File: src/rtl/concot_pkg.sv
// Shared types and constants for the concot word-to-bit unpacker.
package concot_pkg;

  typedef enum logic {
    IDLE  = 1'b0,
    SHIFT = 1'b1
  } state_t;

  localparam int CONCOT_WIDTH_DEFAULT = 26;

endpackage

File: src/rtl/concot_bitcnt.sv
// Bit index counter for the unpacker: loads to zero, steps per transferred bit,
// flags the final index and clears itself after that bit leaves.
module concot_bitcnt #(
  parameter int LAST_IDX = 25,
  parameter int IW       = 5
) (
  input  logic          clk,
  input  logic          rst,
  input  logic          load,
  input  logic          en,
  output logic [IW-1:0] idx,
  output logic          last
);

  assign last = (idx == IW'(LAST_IDX));

  // Clearing on the final step keeps the index parked at zero between words
  always_ff @(posedge clk) begin
    if (rst || load) begin
      idx <= '0;
    end else if (en) begin
      idx <= last ? '0 : idx + IW'(1);
    end
  end

endmodule

File: src/rtl/concot_unpack.sv
// Parallel word to serial bit unpacker with valid/ready on both sides.
// Optional trailing even-parity bit when CONCOT_UNPACK_PARITY_EN is defined.
module concot_unpack
  import concot_pkg::*;
#(
  parameter int WIDTH = CONCOT_WIDTH_DEFAULT
) (
  input  logic                       clk,
  input  logic                       rst,
  input  logic [0:WIDTH-1]           inp,
  input  logic                       inp_valid,
  output logic                       inp_ready,
  output logic                       otp,
  output logic                       otp_valid,
  input  logic                       otp_ready,
  output logic [$clog2(WIDTH+1)-1:0] otp_idx,
  output logic                       otp_last
);

  localparam int IW = $clog2(WIDTH+1);
`ifdef CONCOT_UNPACK_PARITY_EN
  localparam int NB = WIDTH + 1;
`else
  localparam int NB = WIDTH;
`endif

  state_t        state, state_nxt;
  logic [0:NB-1] sreg_p0;
  logic          take, give, cnt_last;

  assign take = (state == IDLE) && inp_valid;
  assign give = (state == SHIFT) && otp_ready;

  always_ff @(posedge clk) begin
    if (rst) state <= IDLE;
    else     state <= state_nxt;
  end

  always_comb begin
    state_nxt = state;
    case (state)
      IDLE:    if (inp_valid)            state_nxt = SHIFT;
      SHIFT:   if (otp_ready && cnt_last) state_nxt = IDLE;
      default: state_nxt = IDLE;
    endcase
  end

  // Stage p0: captured word; the current bit always sits at position 0
  always_ff @(posedge clk) begin
    if (take) begin
`ifdef CONCOT_UNPACK_PARITY_EN
      sreg_p0 <= {inp, ^inp};
`else
      sreg_p0 <= inp;
`endif
    end else if (give) begin
      sreg_p0 <= {sreg_p0[1:NB-1], 1'b0};
    end
  end

  concot_bitcnt #(
    .LAST_IDX (NB - 1),
    .IW       (IW)
  ) u_bitcnt (
    .clk  (clk),
    .rst  (rst),
    .load (take),
    .en   (give),
    .idx  (otp_idx),
    .last (cnt_last)
  );

  // Data register is not reset, so outputs are qualified by state instead
  assign inp_ready = (state == IDLE);
  assign otp_valid = (state == SHIFT);
  assign otp       = otp_valid & sreg_p0[0];
  assign otp_last  = otp_valid & cnt_last;

endmodule

File: config.mk
export PLATFORM = sky130hd
export DESIGN_NAME = concot_unpack
export DESIGN_NICKNAME = d
export VERILOG_FILES = /design/src/rtl/concot_pkg.sv /design/src/rtl/concot_bitcnt.sv /design/src/rtl/concot_unpack.sv
export SDC_FILE = /design/constraint.sdc
export NUM_CORES = 1
export LEC_CHECK = 0
export ABC_AREA = 1
export BUFFER_PORTS_ARGS = -buffer_cell sky130_fd_sc_hd__buf_2
export CORE_UTILIZATION = 44
export DETAILED_ROUTE_END_ITERATION = 10
export PLACE_DENSITY = 0.68
export SLEW_MARGIN = 20
export SYNTH_ARGS = -nofsm -noshare
export SYNTH_HDL_FRONTEND = slang
export SYNTH_HIERARCHICAL = 1
export SYNTH_SLANG_ARGS = --single-unit
File: constraint.sdc
create_clock -name clk -period 5.1 [get_ports clk]
set_clock_uncertainty 0.15 [all_clocks]
set_input_delay 1.02 -clock clk [delete_from_list [all_inputs] [get_ports clk]]
set_output_delay 1.02 -clock clk [all_outputs]
set_load 0.005 [all_outputs]
==> flow_summary.json <==
{
  "track_usage": 0.166,
  "finalHoldViolations": 0,
  "period_share": 0.511,
  "fp.dieH_um": 61.3,
  "final_util": 0.535,
  "dieArea_mm2": 0.00375,
  "initial_core_util": 0.459,
  "num_vias": 1192,
  "switchingPower_w": 0.000137,
  "layout-drive-gt1-share": 0.284,
  "r2r_start": "otp_valid",
  "wl_mm": 2.83,
  "cts_buffers": 5,
  "drc": 0,
  "synth_seq_cells": 32,
  "syn-num-nets": 197,
  "fill_cells": 340,
  "worstSetupStartpointType": "register",
  "drt_iter0_drc": 73,
  "p_leak_nw": 0.838,
  "netlist_area_mm2": 0.00155,
  "nets": 235,
  "grt_pass1_wl_mm": 4.34,
  "yosys_warnings": 6,
  "placed_cell_area_mm2": 0.00173,
  "cp_max_fo": 5,
  "cp_top_family": "flip-flops",
  "whs_path_depth": 2,
  "postLayoutCellArea_mm2": 0.00180,
  "cap_viol_max_count": 0,
  "ys_seq_area_frac": 0.583,
  "power_frac_clock": 0.284,
  "synthToLayoutAreaGrowth_pct": 16.4,
  "tightestPinTransition_ps": 620,
  "cpMostUsedCell": "nand2_1",
  "rsz0062_at_grt": "no",
  "path_class": "reg -> out",
  "worstPathRequired_ps": 3930,
  "final_antenna_net_count": 0,
  "postSynthCellCount": 165,
  "slowest_delay_ps": 410,
  "htreeDepth": 2,
  "min_from": "sreg_p0[2]",
  "io_pins": 39,
  "power.internal_w": 0.000402,
  "setup_tns_ps": 0,
  "cts.path.max_buffers": 2,
  "relSlewSlack": 0.585,
  "r2r_slack_ps": 3180,
  "std_cell_rows": 21,
  "clk_transition_reported_paths_ps": 110,
  "finalSetupViolCount": 0,
  "comb_power_share": 0.120,
  "slowest_stage": "dfxtp_1",
  "vdd_drop_max_mv": 0.157,
  "p_seq_frac": 0.596,
  "critPathBufInv": 2,
  "r2r-end": "sreg_p0[2]",
  "period_minus_slack_ps": 2610,
  "synth_cell_type_count": 21,
  "dr.pass1.iters": 4,
  "cts.sinks": 32,
  "rr_worst_depth": 3,
  "whs_endpoint": "sreg_p0[1]",
  "cts_tree": "built",
  "post-dp-hpwl_mm": 1.88,
  "die_x_um": 61.3,
  "grt_pass1_vias": 1015,
  "cp_data_arrival_time_ps": 1440,
  "crit_path_end_kind": "primary output",
  "grt-ovfl-total": 0,
  "p_per_area_mw_per_mm2": 300,
  "path_cells": "ha_1 > nand2_1 > nor3_1 > nand2_1 > inv_1 > buf_2",
  "syn_avg_cell_area_um2": 9.37,
  "core_mm2": 0.00336,
  "grt_max_degree": 29,
  "min_path_type": "reg -> reg",
  "num_antenna_cells": 0,
  "cts_hold_buf": 0,
  "p_sw_frac": 0.254,
  "place.gp.congestion": 0.703,
  "viasPerCell": 4.77,
  "cts_root_buf": "clkbuf_4",
  "worstSkewPairLatency_ps": 340,
  "antenna_found_initial": 0,
  "max_freq_mhz": 384,
  "routedWlPerCell_um": 11.3,
  "status": "finished clean",
  "slew_viol_final": 0,
  "cts_setup_buffers": 0,
  "ctsResizeCount": 0,
  "portBuffers": 38
}
[state kept, by name, indices dropped and copies added, names as in the netlist]
name / cells
otp_valid: 1
u_bitcnt/idx: 5
sreg_p0: 26
[stage by stage]
step           hold slack [ps]  total power, W  std cells  setup WS [ps]
6_report                   368        0.000539        250           2490
4_1_cts                    377        0.000547        250           2340
2_1_floorplan              337        0.000372        165           2600
3_5_place_dp               351        0.000393        242           1980
5_1_grt                    398        0.000565        250           2320
3_3_place_gp               342        0.000388        242           2090
[synthesized netlist by cell type]
master    number  area, um^2
buf_12         1        20.0
buf_2          4        20.0
buf_4          1        7.51
buf_6          1        11.3
dfxtp_1        6         120
edfxtp_1      26         781
ha_1           2        25.0
inv_1         12        45.0
inv_4          1        6.26
nand2_1       55         206
nand2_2        8        50.1
nand2_8        1        20.0
nand3_1       25         125
nand3b_1       1        7.51
nor2_1        14        52.6
nor3_1         1        5.00
nor3_2         1        10.0
o21ai_0        2        10.0
o21ai_1        1        5.00
xnor2_1        1        8.76
xor2_1         1        8.76
[worst register-to-register path, delay by kind of cell (launching register included)]
family                 cells  cell delay [ps]
buffers and inverters      1              260
AND/OR/NAND/NOR            2              740
flip-flops                 1              390
[worst max-delay path by stage]
stage                     cells after the start       startpoint  slack, ps          end
after floorplan                               4        inp_valid       2600   sreg_p0[0]
after global placement                        3        inp_valid       2090  sreg_p0[12]
after detailed placement                      3        inp_valid       1980  sreg_p0[14]
after global routing                          6  u_bitcnt/idx[0]       2320     otp_last
after CTS                                     3        inp_valid       2340   sreg_p0[8]
final                                         6  u_bitcnt/idx[0]       2490     otp_last
[layout by cell type (no fill, tap or decap)]
cell type,netlist,routed
nand2_1,55,54
buf_2,4,38
edfxtp_1,26,26
nand3_1,25,25
nor2_1,14,14
inv_1,12,12
nand2_2,8,9
dfxtp_1,6,6
clkbuf_4,0,5
o21ai_0,2,2
clkinv_2,0,2
ha_1,2,2
inv_4,1,1
nand2_8,1,1
clkbuf_8,0,1
nor3_1,1,1
nand3b_1,1,1
xnor2_1,1,1
o21ai_1,1,1
xor2_1,1,1
nor3_2,1,1
[per-layer routing]
layer,vias to the layer above,global-route usage,share of wire
met5,-,0,0
met4,0,0.0779,0.017
met3,5,0.0588,0.054
met2,29,0.269,0.47
met1,545,0.198,0.46
li1,613,-,-
[layout make-up]
class                      count  area [um^2]  share of cell area
timing repair buffer          38          190               0.106
sequential                    32          901               0.501
clock inverter                 2         10.0             0.00557
multi-input combinational    113          537               0.299
clock buffer                   6         51.3              0.0285
inverter                      13         51.3              0.0285
tap                           46         57.6              0.0320
[power by group through the flow]
stage / clock (W) / combinational [W] / sequential [W]
after floorplan: 0 / 0.0000470 / 0.000325
after global placement: 0 / 0.0000619 / 0.000326
after global routing: 0.000168 / 0.0000742 / 0.000323
after detailed placement: 0 / 0.0000653 / 0.000328
final: 0.000153 / 0.0000647 / 0.000321
after CTS: 0.000160 / 0.0000655 / 0.000322
[cell families after synthesis]
kind of cell	synth area share
flops	0.583
compound gates	0.00971
buf+inv	0.0713
simple gates	0.309
fa+ha+maj	0.0162
xor+xnor	0.0113
(Power assumes the default switching activity.)
